## src/rtl/pkg_input_queue_pkg.sv

```systemverilog
// ---------------------------------------------------------------------------
// pkg_input_queue_pkg
//   Shared definitions for the per-requester packet input queue:
//   FSM state encodings and the flit sideband layout stored next to the
//   payload in the FIFO.
// ---------------------------------------------------------------------------
package pkg_input_queue_pkg;

  // Sideband bits stored with every flit: {sop, eop}.
  localparam int SB_W = 2;

  typedef enum logic [1:0] {
    PIQ_IDLE = 2'd0,
    PIQ_REQ  = 2'd1,
    PIQ_SEND = 2'd2
  } piq_state_e;

  typedef struct packed {
    logic sop;
    logic eop;
  } flit_sb_t;

endpackage

```

## src/rtl/pkg_input_queue_sync_fifo.sv

```systemverilog
// ---------------------------------------------------------------------------
// pkg_sync_fifo
//   Single-clock FIFO with combinational (first-word-fall-through) head read.
//   Pointers wrap modulo DEPTH; count runs 0..DEPTH.
// Ports
//   clk    in   clock, all state on posedge
//   rst    in   synchronous active-low reset (empties the FIFO)
//   flush  in   synchronous flush, same effect as reset on pointers/count
//   push   in   write din (ignored when full or flushing)
//   din    in   WIDTH-bit write data
//   pop    in   drop head entry (ignored when empty or flushing)
//   dout   out  WIDTH-bit head entry (valid while !empty)
//   full   out  count == DEPTH
//   empty  out  count == 0
// ---------------------------------------------------------------------------
module pkg_sync_fifo #(
  parameter  int WIDTH = 34,
  parameter  int DEPTH = 16,
  localparam int AW    = $clog2(DEPTH)
) (
  input  logic             clk,
  input  logic             rst,
  input  logic             flush,
  input  logic             push,
  input  logic [WIDTH-1:0] din,
  input  logic             pop,
  output logic [WIDTH-1:0] dout,
  output logic             full,
  output logic             empty
);

  localparam logic [AW:0]   CNT_ONE  = (AW+1)'(1);
  localparam logic [AW:0]   CNT_FULL = (AW+1)'(DEPTH);
  localparam logic [AW-1:0] PTR_ONE  = AW'(1);

  logic [WIDTH-1:0] mem [DEPTH];
  logic [AW-1:0]    wr_ptr;
  logic [AW-1:0]    rd_ptr;
  logic [AW:0]      count;
  logic             do_push;
  logic             do_pop;

  assign full    = (count == CNT_FULL);
  assign empty   = (count == '0);
  assign do_push = push && !full && !flush;
  assign do_pop  = pop && !empty && !flush;
  assign dout    = mem[rd_ptr];

  // NOTE: sequential state is written with non-blocking assignments only, so
  // every register samples pre-edge values regardless of statement order.
  always_ff @(posedge clk) begin
    if (!rst || flush) begin
      wr_ptr <= '0;
      rd_ptr <= '0;
      count  <= '0;
    end else begin
      if (do_push) wr_ptr <= wr_ptr + PTR_ONE;
      if (do_pop)  rd_ptr <= rd_ptr + PTR_ONE;
      unique case ({do_push, do_pop})
        2'b10:   count <= count + CNT_ONE;
        2'b01:   count <= count - CNT_ONE;
        default: count <= count;
      endcase
    end
  end

  // NOTE: storage is deliberately not reset; empty/full come from count, so
  // stale entries are never observed and the array can map to plain RAM.
  always_ff @(posedge clk) begin
    if (do_push) mem[wr_ptr] <= din;
  end

endmodule

```

## src/rtl/pkg_input_queue.sv

```systemverilog
// ---------------------------------------------------------------------------
// pkg_input_queue
//   Per-requester packet input queue in front of pkg_arbiter5. Flits are
//   buffered; req is raised once a whole packet is stored; on grant that
//   packet is streamed out and pkt_done pulses one cycle after its eop flit
//   is accepted downstream.
//
//   Build option: PKG_CUT_THROUGH_EN
//     defined   - request as soon as a sop flit is at the head, an empty FIFO
//                 mid-packet is a bubble, ovf_err tied to 0.
//     undefined - store-and-forward; ovf_err flags a full FIFO holding no
//                 complete packet and flushes the queue while it is set.
// Ports
//   clk, rst                      clock, synchronous active-low reset
//   in_valid/in_ready/in_data     upstream flit handshake and payload
//   in_sop/in_eop                 packet delimiters stored with the flit
//   req, gnt                      request to / grant from the arbiter
//   out_valid/out_ready/out_data  flit stream toward the output mux
//   out_sop/out_eop               delimiters of the FIFO head flit
//   pkt_done                      1-cycle pulse after the eop flit pops
//   ovf_err                       sticky deadlock flag, cleared by reset
// ---------------------------------------------------------------------------
module pkg_input_queue
  import pkg_input_queue_pkg::*;
#(
  parameter  int DATA_W = 32,
  parameter  int DEPTH  = 16,
  localparam int AW     = $clog2(DEPTH)
) (
  input  logic              clk,
  input  logic              rst,
  input  logic              in_valid,
  output logic              in_ready,
  input  logic [DATA_W-1:0] in_data,
  input  logic              in_sop,
  input  logic              in_eop,
  output logic              req,
  input  logic              gnt,
  output logic              out_valid,
  input  logic              out_ready,
  output logic [DATA_W-1:0] out_data,
  output logic              out_sop,
  output logic              out_eop,
  output logic              pkt_done,
  output logic              ovf_err
);

  localparam int FW = DATA_W + SB_W;
  localparam logic [AW:0] CNT_ONE = (AW+1)'(1);

  piq_state_e    state;
  piq_state_e    state_nxt;
  logic          full;
  logic          empty;
  logic          flush;
  logic          push;
  logic          pop;
  logic          eop_push;
  logic          eop_pop;
  logic          start;
  logic [AW:0]   pkt_cnt;
  logic [AW:0]   pkt_cnt_nxt;
  logic [FW-1:0] fifo_din;
  logic [FW-1:0] fifo_dout;
  flit_sb_t      head_sb;

  assign fifo_din = {in_sop, in_eop, in_data};
  assign head_sb  = flit_sb_t'(fifo_dout[FW-1 -: SB_W]);
  assign out_data = fifo_dout[DATA_W-1:0];
  assign out_sop  = head_sb.sop;
  assign out_eop  = head_sb.eop;

  assign in_ready = !full;
  // While flushing, accepted flits are thrown away rather than stored.
  assign push     = in_valid && in_ready && !flush;
  assign pop      = out_valid && out_ready;
  assign eop_push = push && in_eop;
  assign eop_pop  = pop && head_sb.eop;

  pkg_sync_fifo #(
    .WIDTH (FW),
    .DEPTH (DEPTH)
  ) u_fifo (
    .clk   (clk),
    .rst   (rst),
    .flush (flush),
    .push  (push),
    .din   (fifo_din),
    .pop   (pop),
    .dout  (fifo_dout),
    .full  (full),
    .empty (empty)
  );

  // ---------------------------------------------------------------------
  // Stored complete-packet count (number of eop flits in the FIFO).
  // ---------------------------------------------------------------------
  // NOTE: every variable assigned in always_comb gets a default first, so no
  // path leaves it unassigned and no latch is inferred.
  always_comb begin
    pkt_cnt_nxt = pkt_cnt;
    unique case ({eop_push, eop_pop})
      2'b10:   pkt_cnt_nxt = pkt_cnt + CNT_ONE;
      2'b01:   pkt_cnt_nxt = pkt_cnt - CNT_ONE;
      default: pkt_cnt_nxt = pkt_cnt;
    endcase
  end

  always_ff @(posedge clk) begin
    if (!rst || flush) pkt_cnt <= '0;
    else               pkt_cnt <= pkt_cnt_nxt;
  end

  // ---------------------------------------------------------------------
  // Request start condition and overflow handling (build dependent).
  // Start looks at the post-edge view so req rises the cycle right after
  // the qualifying flit is written.
  // ---------------------------------------------------------------------
`ifdef PKG_CUT_THROUGH_EN
  assign start   = (!empty && head_sb.sop) || (empty && push && in_sop);
  assign flush   = 1'b0;
  assign ovf_err = 1'b0;
`else
  assign start   = (pkt_cnt_nxt != '0);
  // A full FIFO with no eop inside can never drain: flag it and keep the
  // queue flushed from then on.
  assign flush   = ovf_err;

  always_ff @(posedge clk) begin
    if (!rst)                          ovf_err <= 1'b0;
    else if (full && pkt_cnt == '0)    ovf_err <= 1'b1;
  end
`endif

  // ---------------------------------------------------------------------
  // FSM: state register / next state / outputs.
  // ---------------------------------------------------------------------
  always_ff @(posedge clk) begin
    if (!rst) state <= PIQ_IDLE;
    else      state <= state_nxt;
  end

  always_comb begin
    state_nxt = state;
    unique case (state)
      PIQ_IDLE: if (start)   state_nxt = PIQ_REQ;
      PIQ_REQ:  if (gnt)     state_nxt = PIQ_SEND;
      PIQ_SEND: if (eop_pop) state_nxt = PIQ_IDLE;
      default:               state_nxt = PIQ_IDLE;
    endcase
    if (flush) state_nxt = PIQ_IDLE;
  end

  always_comb begin
    req       = 1'b0;
    out_valid = 1'b0;
    unique case (state)
      PIQ_REQ:  req       = 1'b1;
      PIQ_SEND: out_valid = !empty;
      default: ;
    endcase
  end

  // pkt_done is the registered image of the eop pop.
  always_ff @(posedge clk) begin
    if (!rst) pkt_done <= 1'b0;
    else      pkt_done <= eop_pop;
  end

endmodule

```

## config.mk

```make
export PLATFORM = sky130hd
export DESIGN_NAME = pkg_input_queue
export DESIGN_NICKNAME = d
export VERILOG_FILES = /design/src/rtl/pkg_input_queue_pkg.sv /design/src/rtl/pkg_input_queue_sync_fifo.sv /design/src/rtl/pkg_input_queue.sv
export SDC_FILE = /design/constraint.sdc
export NUM_CORES = 1
export LEC_CHECK = 0
export ABC_AREA = 1
export ABC_CLOCK_PERIOD_IN_PS = 7900
export CAP_MARGIN = 30
export CORE_ASPECT_RATIO = 1.2
export CORE_UTILIZATION = 45
export DETAILED_ROUTE_END_ITERATION = 7
export PLACE_DENSITY_LB_ADDON = 0.2
export SLEW_MARGIN = 20
export SYNTH_ARGS = -nofsm -noshare
export SYNTH_HDL_FRONTEND = slang
export SYNTH_SLANG_ARGS = --single-unit
```

## constraint.sdc

```tcl
create_clock -name clk -period 7.9 [get_ports clk]
set_input_delay 1.185 -clock clk [delete_from_list [all_inputs] [get_ports clk]]
set_output_delay 1.185 -clock clk [all_outputs]
set_load 0.005 [all_outputs]
```

==> impl_metrics.env <==
export IMPL_hold_viol=0
export IMPL_routed_wl_um=55500
export IMPL_grt_pass1_vias=13600
export IMPL_rows=89
export IMPL_seq_area_frac_synth=0.752
export IMPL_clockBufferDepth=3
export IMPL_fin_skew_ps=13.2
export IMPL_fin_crit_ps=5230
export IMPL_path_delay_family="buffers and inverters"
export IMPL_r2r_slack_ps=3350
export IMPL_grt_max_degree=191
export IMPL_synth_top_family_by_area="compound AO/OA/AOI/OAI gates"
export IMPL_syn_avg_cell_area_um2=13.4
export IMPL_layout_drive_gt1_share=0.0664
export IMPL_ant_nets=0
export IMPL_post_cts_buffers=0
export IMPL_yosys_warnings=0
export IMPL_hold_class="reg -> reg"
export IMPL_cp_max_fo=119
export IMPL_fin_nets=1773
export IMPL_gp_congestion=0.754
export IMPL_h_tree_depth=2
export IMPL_hold_slack_ps=493
export IMPL_synth_compound_area_frac=0.125
export IMPL_dr_pass1_iters=5
export IMPL_synthAdderAreaFrac=0.00905
export IMPL_grt_first_pass_wirelength_um=83500
export IMPL_cts_sinks=570
export IMPL_min_from="u_fifo.count[0]"
export IMPL_die_h_um=246
export IMPL_fmax_mhz=191
export IMPL_required_ps=6710
export IMPL_path_clk_slew_ps=60
export IMPL_p_total_mw=6.15
export IMPL_cts_hold_buf=0
export IMPL_rsz0062_at_grt="false"
export IMPL_synthCells=1669
export IMPL_viasPerCell=5.78
export IMPL_antenna_found_initial=1
export IMPL_post_dp_hpwl_um=27000
export IMPL_cp_slowest_stage_delay_ps=800
export IMPL_vdd_ir_drop_worst_v=0.000162
export IMPL_synth_cell_types=29
export IMPL_cts_tree="done"
export IMPL_leakage_nw=8.27
export IMPL_syn_cell_area_um2=22400
export IMPL_die_area_um2=50700
export IMPL_vias=13900
export IMPL_wl_per_cell_um=23.1
export IMPL_crit_slowest_cell="buf_4"
export IMPL_path_class="reg -> out"
export IMPL_ctsResizeCount=0
export IMPL_report_final_slew_viol_count=0
export IMPL_synthTopCellsByArea="edfxtp_1 (73%), o21ai_0 (5.9%), nor2_1 (5.1%)"
export IMPL_yosys_area_top_type_share=0.729
export IMPL_gr_usage_all_layers=0.223
export IMPL_coreArea_um2=49100
export IMPL_tightest_slew_ps=958
export IMPL_arrival_ps=4050
export IMPL_cts_buffers=56
export IMPL_drt_iter0_drc=1077
export IMPL_slew_headroom=0.362
export IMPL_io_buffers=77
export IMPL_worstPathBufferInverterCount=3
export IMPL_timing_final_crit_share=0.662
export IMPL_yosys_area_top_type="edfxtp_1"
export IMPL_crit_chain="inv_6 > buf_4 > o21ai_0 > o221ai_1 > nand3_1 > nand2_1 > clkdlybuf4s50_1"
export IMPL_reg2reg_depth=18
export IMPL_die_w_um=206
export IMPL_p_per_area_nw_per_um2=241
export IMPL_insertion_delay_ps=600
export IMPL_pre_cts_ws_ps=3180
export IMPL_tns_ps=0
export IMPL_initial_core_util=0.456
export IMPL_synth_simple_area_share=0.0824
export IMPL_syn_to_final_growth_pct=13.8
export IMPL_setup_ws_ps=2670
export IMPL_outcome="completed"
export IMPL_setup_viol=0
export IMPL_synth_seq_cells=570
export IMPL_ios=78
export IMPL_crit_path_end_kind="output pin"
export IMPL_hold_depth=1
export IMPL_synth_mux_area_frac=0
export IMPL_n_fill_cell=4149
export IMPL_syn_nets=1723
export IMPL_maxCapViolations=0
export IMPL_synth_xor_area_frac=0.00156
export IMPL_whs_endpoint="u_fifo.count[0]"
export IMPL_drc=0
export IMPL_start_kind="flip-flop"
export IMPL_reg2reg_to="state[0]"
export IMPL_overflow=0
export IMPL_root_buffer="clkbuf_16"
-- per-layer routing --
layer  routed length (um)  track usage
met1                23500        0.297
met2                28100        0.372
met3                 2840       0.0349
met4                 1180       0.0702
met5                    0            0
-- how the worst max path moves through the flow --
stage | from | end | slack, ps | cells after the start
after global placement | flip-flop | out_data[4] | 3070 | 7
after floorplan | in_valid | u_fifo.mem[11][0] | 4380 | 6
after detailed placement | flip-flop | out_data[10] | 3180 | 7
final | flip-flop | out_data[1] | 2670 | 7
after CTS | flip-flop | out_data[10] | 2530 | 7
after global routing | flip-flop | out_data[10] | 2320 | 7
-- cell usage after synthesis --
cell / number
dfxtp_1: 26
and3_1: 1
nand2_1: 95
buf_2: 16
nor2_1: 307
inv_2: 1
nand3_1: 59
edfxtp_1: 544
and2_1: 1
xor2_1: 1
inv_1: 37
o21ai_1: 9
fa_1: 2
clkbuf_1: 79
a21oi_1: 17
buf_6: 3
ha_1: 13
a211oi_1: 1
xnor2_1: 3
buf_1: 1
clkinv_1: 2
o22ai_1: 35
nand4_1: 2
nor3_1: 2
buf_4: 13
o211ai_1: 35
o21ai_0: 266
o221ai_1: 97
nand3b_1: 1
-- final cells by class --
class	count	area (um2)	area share
timing repair buffer	104	1020	0.0402
antenna	1	2.50	0.0000982
multi-input combinational	947	5000	0.196
clock buffer	81	1520	0.0595
sequential	570	16900	0.662
clock inverter	19	118	0.00461
tap	637	797	0.0313
inverter	40	156	0.00614
-- per-stage QoR --
step | util | cells | area, um2
floorplan | - | 1669 | 22400
global placement | 0.484 | 2295 | 23800
detailed placement | 0.486 | 2298 | 23900
CTS | 0.519 | 2398 | 25500
global route | 0.519 | 2399 | 25500
finish | 0.519 | 2399 | 25500
-- registers in the layout, indices dropped and copies added (netlist names), named ones only --
register	cells
ovf_err	1
pkt_cnt	5
pkt_done	1
state	2
u_fifo.count	5
u_fifo.mem	544
u_fifo.rd_ptr	4
u_fifo.wr_ptr	4
-- cells by family (layout without fill, tap and decap cells) --
family | after synthesis | count (layout)
adder cells (fa/ha/maj) | 15 | 15
XOR/XNOR | 4 | 4
AO/OA/AOI/OAI | 460 | 460
buffers and inverters | 152 | 244
AND/OR/NAND/NOR | 468 | 468
other | 0 | 1
flip-flops | 570 | 570
-- cell usage in the layout, fill, tap and decap left out, types with 4 or more instances in the layout --
cell type        instances
a21oi_1                 17
buf_12                   4
buf_4                   23
clkbuf_1                24
clkbuf_16               57
clkdlybuf4s50_1         77
clkinv_1                10
clkinv_2                 6
dfxtp_1                 22
edfxtp_1               544
ha_1                    13
inv_1                   36
nand2_1                 95
nand3_1                 59
nor2_1                 291
nor2_4                  16
o211ai_1                35
o21ai_0                266
o21ai_1                  9
o221ai_1                97
o22ai_1                 35
-- report_power, final --
group / internal [mW] / total [mW] / leakage (nW) / switching (mW)
clock: 1.36 / 2.44 / 0.789 / 1.09
combinational: 0.121 / 0.332 / 2.35 / 0.211
sequential: 3.35 / 3.37 / 5.13 / 0.0222
(Power assumes the default switching activity.)
